`src/rtl/fu_arbiter.sv`:
```
// Round-robin arbiter sharing one combinational FunctionalUnit between two requesters.
// Each accepted operation runs IDLE -> ISSUE -> RESP and may update the icc register.
module fu_arbiter #(
    parameter int WIDTH = 16,
    parameter int OPW   = 4,
    parameter int SW    = 4
) (
    input  logic             clk,
    input  logic             rst,

    input  logic             req0_valid,
    output logic             req0_ready,
    input  logic [WIDTH-1:0] req0_a,
    input  logic [WIDTH-1:0] req0_b,
    input  logic [OPW-1:0]   req0_op,
    input  logic             req0_setcc,

    input  logic             req1_valid,
    output logic             req1_ready,
    input  logic [WIDTH-1:0] req1_a,
    input  logic [WIDTH-1:0] req1_b,
    input  logic [OPW-1:0]   req1_op,
    input  logic             req1_setcc,

    output logic             resp0_valid,
    output logic             resp1_valid,
    output logic [WIDTH-1:0] resp_result,
    output logic [SW-1:0]    resp_status,

    output logic [WIDTH-1:0] fu_a,
    output logic [WIDTH-1:0] fu_b,
    output logic [OPW-1:0]   fu_opcode,
    input  logic [WIDTH-1:0] fu_result,
    input  logic [SW-1:0]    fu_status,

    output logic [SW-1:0]    icc,
    output logic             busy
);

    typedef enum logic [1:0] {
        IDLE  = 2'd0,
        ISSUE = 2'd1,
        RESP  = 2'd2
    } state_t;

    state_t             state_reg, state_next;
    logic               last_grant_reg;
    logic               id_reg;
    logic               setcc_reg;
    logic [WIDTH-1:0]   a_reg, b_reg;
    logic [OPW-1:0]     op_reg;
    logic [WIDTH-1:0]   result_reg;
    logic [SW-1:0]      status_reg;
    logic [SW-1:0]      icc_reg;

    logic [1:0]         req_valid;
    logic [1:0]         ready_vec;
    logic [1:0]         resp_vec;
    logic               grant;
    logic               accept;

    logic [WIDTH-1:0]   sel_a, sel_b;
    logic [OPW-1:0]     sel_op;
    logic               sel_setcc;

    assign req_valid = {req1_valid, req0_valid};

    // On a tie the requester that did not win last time gets the FU.
    always_comb begin
        grant = 1'b0;
        if (req_valid == 2'b10) begin
            grant = 1'b1;
        end else if (req_valid == 2'b11) begin
            grant = ~last_grant_reg;
        end
    end

    // Ready is held low during reset so no handshake can coincide with it.
    generate
        for (genvar gi = 0; gi < 2; gi++) begin : g_req
            assign ready_vec[gi] = (state_reg == IDLE) && !rst && req_valid[gi]
                                   && (grant == 1'(gi));
            assign resp_vec[gi]  = (state_reg == RESP) && (id_reg == 1'(gi));
        end
    endgenerate

    assign accept = |ready_vec;

    always_comb begin
        sel_a     = req0_a;
        sel_b     = req0_b;
        sel_op    = req0_op;
        sel_setcc = req0_setcc;
        if (grant) begin
            sel_a     = req1_a;
            sel_b     = req1_b;
            sel_op    = req1_op;
            sel_setcc = req1_setcc;
        end
    end

    always_comb begin
        state_next = state_reg;
        case (state_reg)
            IDLE:    if (accept) state_next = ISSUE;
            ISSUE:   state_next = RESP;
            RESP:    state_next = IDLE;
            default: state_next = IDLE;
        endcase
    end

    always_ff @(posedge clk) begin
        if (rst) begin
            state_reg      <= IDLE;
            last_grant_reg <= 1'b1;
            id_reg         <= 1'b0;
            setcc_reg      <= 1'b0;
            a_reg          <= '0;
            b_reg          <= '0;
            op_reg         <= '0;
            result_reg     <= '0;
            status_reg     <= '0;
            icc_reg        <= '0;
        end else begin
            state_reg <= state_next;
            if (accept) begin
                a_reg          <= sel_a;
                b_reg          <= sel_b;
                op_reg         <= sel_op;
                setcc_reg      <= sel_setcc;
                id_reg         <= grant;
                last_grant_reg <= grant;
            end
            if (state_reg == ISSUE) begin
                result_reg <= fu_result;
                status_reg <= fu_status;
                if (setcc_reg) begin
                    icc_reg <= fu_status;
                end
            end
        end
    end

    // The operand latches only change on accept, so driving the FU straight
    // from them gives the latched values in ISSUE and holds them otherwise.
    assign fu_a        = a_reg;
    assign fu_b        = b_reg;
    assign fu_opcode   = op_reg;

    assign req0_ready  = ready_vec[0];
    assign req1_ready  = ready_vec[1];
    assign resp0_valid = resp_vec[0];
    assign resp1_valid = resp_vec[1];
    assign resp_result = result_reg;
    assign resp_status = status_reg;
    assign icc         = icc_reg;
    assign busy        = (state_reg != IDLE);

endmodule
```
`config.mk`:
```
export PLATFORM = sky130hd
export DESIGN_NAME = fu_arbiter
export DESIGN_NICKNAME = d
export VERILOG_FILES = /design/src/rtl/fu_arbiter.sv
export SDC_FILE = /design/constraint.sdc
export NUM_CORES = 1
export LEC_CHECK = 0
export CORE_ASPECT_RATIO = 0.9
export CORE_MARGIN = 10
export CORE_UTILIZATION = 38
export DETAILED_ROUTE_END_ITERATION = 6
export PLACE_DENSITY = 0.81
export SLEW_MARGIN = 20
export SYNTH_ARGS = -nofsm -noshare
export SYNTH_HDL_FRONTEND = slang
export SYNTH_SLANG_ARGS = --single-unit
export TNS_END_PERCENT = 1
```
`constraint.sdc`:
```
create_clock -name clk -period 1.8 [get_ports clk]
set_clock_uncertainty 0.2 [all_clocks]
set_input_delay 0.36 -clock clk [delete_from_list [all_inputs] [get_ports clk]]
set_output_delay 0.36 -clock clk [all_outputs]
set_load 0.02 [all_outputs]
```
==> results of run 1 <==
## power by group
group          switching, mW  total (mW)  internal [mW]
clock network          0.604        1.11          0.510
registers             0.0712        1.65           1.58
logic                  0.592        1.10          0.506
total                   1.27        3.86           2.59
## area by class of cell
cell class / instances / area share
Inverter: 1 / 0.001355
Timing Repair Buffer: 181 / 0.3687
Clock buffer: 9 / 0.02682
Sequential cell: 65 / 0.2826
Clock inverter: 7 / 0.01192
Multi-Input combinational cell: 237 / 0.2834
Tap cell: 93 / 0.02520
## timing repair
item / CTS / global route
endpoints found under the setup margin: 102 / 6
gates cloned: 0 / 0
pin swaps: 0 / 2
resized for setup: 87 / 8
setup buffers: 0 / 0
## critical path, delay by kind of cell, from the launching register on
kind | cells | cell delay, ns
buffers and inverters | 2 | 0.24
flip-flops | 1 | 0.34
AND/OR/NAND/NOR | 2 | 0.33
## per-stage QoR
step / hold WS, ns / cell area, um2 / cells
after floorplan: 0.2714 / 2776 / 339
after global placement: 0.2404 / 4512 / 577
after detailed placement: 0.2470 / 4512 / 577
after CTS: 0.1884 / 4606 / 593
after global routing: 0.2198 / 4618 / 593
final: 0.2025 / 4618 / 593
## layout by cell type, fill, tap and decap left out, drive strengths merged
cell type	instances
clkinv	3
a21oi	61
or2	1
clkbuf	9
nand2b	1
nor3b	2
or3b	1
clkdlybuf4s50	94
nor3	75
buf	25
nor2b	2
a2bb2oi	1
nand3	4
nor4	37
dlygate4sd2	61
clkdlybuf4s15	1
a221o	1
and3b	1
clkinvlp	2
nand2	44
inv	3
nor2	3
nor4b	1
a21bo	1
nand3b	1
dfxtp	65
## final timing paths
| check | slack, ns | cells after the start | end | startpoint |
|---|---|---|---|---|
| max | 0.002 | 4 | req0_ready | state_reg[0] |
| min | 0.20 | 3 | fu_b[3] | rst |
| max reg2reg | 0.13 | 5 | fu_b[1] | state_reg[1] |
| min reg2reg | 0.25 | 2 | resp_status[0] | resp_status[0] |
## kinds of logic (layout without fill, tap and decap cells)
| kind of cell | after synthesis | count (layout) | share of synthesized area |
|---|---|---|---|
| and+or+nand+nor | 173 | 173 | 0.3376 |
| DFF | 65 | 65 | 0.4712 |
| AOI/OAI and AO/OA | 64 | 64 | 0.1210 |
| buffers and inverters | 37 | 198 | 0.07023 |
## routing by layer
layer,vias up,track usage,routed length (um)
li1,1533,-,-
met3,15,0.06841,1011
met4,0,0.06200,187
met5,-,0,0
met1,1386,0.2044,4166
met2,126,0.2943,4972
==> impl_results.md, run 1 <==
* Fin. Hold Viols at 0
* Synth cell types at 26
* Row count at 29
* Cts hold-fix bufs at 0
* Max Cap Viol at 0
* Drt wl/cell at 17.43 um
* Power Total at 3.859 mW
* Syn_nets at 437
* CP Launch Type: register
* Area contributors post-synth: dfxtp_1 (47%), nor3_1 (12%), a21oi_1 (11%), nor4_1 (8.4%), nand2_1 (6.0%)
* Clk root buf: clkbuf_8
* Global route total overflow at 0
* Avg Inst Size Synth at 8.146 um2
* Share of the synthesized area in the top cell type at 0.4712
* Die area at 11080 um2
* ANT cells at 0
* Total Nets Final at 593
* Status: completed
* CORE AREA at 7076 um2
* Synth top cells by count: dfxtp_1 (65), nor3_1 (65), a21oi_1 (61)
* Asr flop ratio synth at 0
* Slew at the pin with the worst max-slew slack at 0.6284 ns
* Initial Util at 0.3903
* Worst Setup Path Type: reg -> out
* Final GP Congestion at approximately 0.77
* Final count of negative-setup-slack endpoints at 0
* Required @ worst endpoint at between 1 and 1.5 ns
* Initial antenna violation count at 0
* Die H at between 100 and 150 um
* Setup WS pre-CTS at -0.6830 ns
* Unrepaired setup endpoints after global routing: yes
* Iteration-0 DRC Markers at roughly 150
* Multi-input gate area at 1309 um2
* Clock buffer count from CTS at 9
* Peak VDD IR at around 0.36 mV
* DR pass1 iterations at 4
* Ys flop type: dfxtp_1
* CP Max Fanout at 3
* Tcrit/Tclk final at 0.9991
* Layout Utilization at 0.6527
* DRC viols at 0
* Syn Inst Count at 339
* Sink Count at 65
* First-pass GRT wire length at 15910 um
* Post-Route WL at roughly 10000 um
* Register Area at ~1300 um2
* Reg clk slew, reported paths at 0.08 ns
* Leading area contributor after synthesis: dfxtp_1
* Post-DRT Antenna Nets at 0
* Setup_tns at 0 ns
* Max Slew Vio Count at 0
* Critical Path, Cell by Cell: nor2_4 -> inv_4 -> nor4b_4 -> buf_4
* HPWL Detailed at between 7000 and 8000 um
* Slew headroom at 0.5811
* TritonCTS clock tree: built
* Post-Syn Area at 2761 um2
* Fmax at 556.0 MHz
* Avg Vias per Cell at slightly above 5
* Worst EP arrival at 1.24 ns
* Clk_lat worst skew at between 0.3 and 0.4 ns
* Vias post-DR at 3060
* Ports at about 160
* Leak pwr at between 1.5 and 2 nW
* Period minus WS final at around 1.8 ns
* Critical Path End Type: output port
* Critical Path Max Stage Delay at 0.34 ns
* Final WS setup at 0.001572 ns
* Vias in the first global route at 3085
* Pin count of the biggest net entering global routing at 62
* Hold/Removal Path Class: in -> reg
* Slowest CP cell: dfxtp_2
* Tot GR Track Use at 0.1781
* Die width at 109.9 um
* H-tree level count at 3
* CTS max path bufs at 2
* Port bufs at 162
* EDFF count, synth at 0
* Fill cells at ~640
* Synth warnings at 0
* Area delta synth->final at 67.24%
* Layout cell share with drive strength beyond 1 at 0.1280
* Number of synthesized register bits at 65
* Post-synthesis sequential area ratio at 0.4712
* P per Cell Area at 835.7 nW/um2
(Power assumes the default switching activity.)
==> inputs of run 2 (changes only) <==
--- a/config.mk
+++ b/config.mk
@@ -8,6 +8,7 @@
 export CORE_ASPECT_RATIO = 0.9
 export CORE_MARGIN = 10
 export CORE_UTILIZATION = 38
+export CTS_CLUSTER_SIZE = 24
 export DETAILED_ROUTE_END_ITERATION = 6
 export PLACE_DENSITY = 0.81
 export SLEW_MARGIN = 20
==> results of run 2 <==
The final DEF is identical to that of run 1; final timing and power are the same.
==> inputs of run 3 (changes only) <==
--- a/config.mk
+++ b/config.mk
@@ -8,6 +8,7 @@
 export CORE_ASPECT_RATIO = 0.9
 export CORE_MARGIN = 10
 export CORE_UTILIZATION = 38
+export CTS_CLUSTER_DIAMETER = 80
 export CTS_CLUSTER_SIZE = 24
 export DETAILED_ROUTE_END_ITERATION = 6
 export PLACE_DENSITY = 0.81
@@ -15,4 +16,4 @@
 export SYNTH_ARGS = -nofsm -noshare
 export SYNTH_HDL_FRONTEND = slang
 export SYNTH_SLANG_ARGS = --single-unit
-export TNS_END_PERCENT = 1
+export TNS_END_PERCENT = 10
==> run 3 against run 2 <==
The run now ends with setup timing left; final area rose by 0.38%; sequential power hardly changed; non-clock buffer count up 1; critical path depth up 1; global-route usage is essentially flat; cell count is 0.17% higher; setup slack got worse by 0.0085 ns; via count is 0.85% higher; worst hold slack improved by 0.021 ns.
==> impl_results.md, run 3 (synthesized netlist as in run 1, its figures left out) <==
* Status: finished with violations
* Failing checks: setup timing
* Initial Util at 0.3903 (unchanged)
* Die H at 100.9 um (unchanged)
* Layout Utilization at 0.6552 (+0.002475)
* Clk root buf: clkbuf_8
* First-pass GRT wire length at 15880 um (-0.18%)
* P per Cell Area at 834.9 nW/um2 (about the same)
* Post-DRT Antenna Nets at 0 (unchanged)
* Final GP Congestion at 0.7690 (unchanged)
* Initial antenna violation count at 0 (unchanged)
* H-tree level count at 3 (unchanged)
* DR pass1 iterations at 4 (unchanged)
* Clock buffer count from CTS at 9 (unchanged)
* Fin. Hold Viols at 0 (unchanged)
* Vias in the first global route at 3080 (-0.16%)
* Layout cell share with drive strength beyond 1 at 0.1297 (+0.001741)
* Avg Vias per Cell at 5.195 (+0.68%)
* Tot GR Track Use at 0.1778 (-0.0002623)
* Final WS setup at -0.006936 ns (-0.008508 ns)
* ANT cells at 0 (unchanged)
* Peak VDD IR at 0.3643 mV (+0.75%)
* Commonest non-fill, non-tap cell in the layout: clkdlybuf4s50_1
* Die width at 109.9 um (unchanged)
* Power Total at 3.870 mW (+0.28%)
* DRC viols at 0 (unchanged)
* Global route total overflow at 0 (unchanged)
* Slew headroom at 0.5758 (-0.005232)
* Worst Setup Path Type: reg -> out
* Sink Count at 65 (unchanged)
* Port bufs at 162 (unchanged)
* Setup WS pre-CTS at -0.6830 ns (unchanged)
* Die area at 11080 um2 (unchanged)
* HPWL Detailed at 7421 um (unchanged)
* CP Max Fanout at 3 (unchanged)
* Vias post-DR at 3086 (+0.85%)
* Final count of negative-setup-slack endpoints at 2 (+2)
* Area delta synth->final at 67.88%
* Pin count of the biggest net entering global routing at 62 (unchanged)
* Max Cap Viol at 0 (unchanged)
* CTS max path bufs at 2 (unchanged)
* Slew at the pin with the worst max-slew slack at 0.6363 ns (+0.007848 ns)
* CORE AREA at 7076 um2 (unchanged)
* Required @ worst endpoint at 1.24 ns (about the same)
* Most frequent cells in the layout: clkdlybuf4s50_1 (94), nor3_1 (63), dfxtp_1 (62)
* Cts hold-fix bufs at 0 (unchanged)
* Reg clk slew, reported paths at 0.08 ns (about the same)
* Critical Path End Type: output port
* TritonCTS clock tree: built
* Hold/Removal Path Class: in -> reg
* Tcrit/Tclk final at 1.004 (+0.004727)
* Period minus WS final at 1.807 ns (+0.008508 ns)
* Fmax at 553.4 MHz (-0.47%)
* Unrepaired setup endpoints after global routing: yes
* Fill cells at 631 (-0.79%)
* Row count at 29 (unchanged)
* Ports at 163 (unchanged)
* Iteration-0 DRC Markers at 161 (+8.1%)
* Clk_lat worst skew at 0.34 ns (about the same)
* Post-Route WL at 10360 um (+0.20%)
* CP Launch Type: register
* Drt wl/cell at 17.44 um (about the same)
* Worst EP arrival at 1.25 ns (about the same)
* Max Slew Vio Count at 0 (unchanged)
* Total Nets Final at 594 (+0.17%)
* Leak pwr at 1.930 nW (+0.42%)
==> run 3: cell types whose count changed in the layout (fill, tap and decap cells not counted) <==
cell	before	now
nor3_4	0	1
buf_6	0	1
nor3_2	12	11
==> run 3: layout make-up <==
type / count / area [um2] / area share
timing repair buffer: 182 / 1714 / 0.3698
multi-input combinational: 237 / 1315 / 0.2837
sequential: 65 / 1305 / 0.2815
clock buffer: 9 / 123.9 / 0.02672
tap: 93 / 116.4 / 0.02510
clock inverter: 7 / 55.05 / 0.01188
inverter: 1 / 6.256 / 0.001350
==> run 3: metal layers <==
metal	up-vias	wire length, um	track usage
li1	1537	-	-
met5	-	0	0
met2	128	4867	0.2920
met4	0	218	0.06200
met3	19	1027	0.06841
met1	1402	4246	0.2056
==> run 3: worst max-delay path, cell delays in order (launching register included) <==
cell     delay, ns
dfxtp_2       0.34
nor2_4        0.13
inv_4         0.06
buf_6         0.11
nor3_4        0.10
buf_4         0.16
==> run 3: repair_timing <==
item | CTS | global route
endpoints found under the setup margin | 102 | 5
pin swaps | 2 | 2
resized for setup | 90 | 7
setup buffers | 0 | 1
==> run 3: worst paths after layout <==
path,startpoint,endpoint,slack (ns),cells after the start
worst max-delay path,state_reg[0],req1_ready,-0.007,5
worst min-delay path,rst,fu_b[3],0.22,3
worst max register to register,state_reg[1],fu_b[1],0.14,5
worst min register to register,resp_status[0],resp_status[0],0.25,2
==> run 3: through the flow <==
step	TNS, ns	instance area, um2	std cells	hold slack [ns]
after floorplan	-0.02592	2776	339	0.2714
after global placement	-15.87	4512	577	0.2404
after detailed placement	-16.99	4512	577	0.2470
after CTS	-0.07971	4603	593	0.1884
after global routing	-0.1363	4636	594	0.2413
final	-0.01211	4636	594	0.2238
==> run 3: power breakdown <==
part / total, mW / switching [mW] / internal, mW
Sequential: 1.65 / 0.0711 / 1.58
Combinational: 1.11 / 0.596 / 0.512
Clock: 1.11 / 0.604 / 0.510
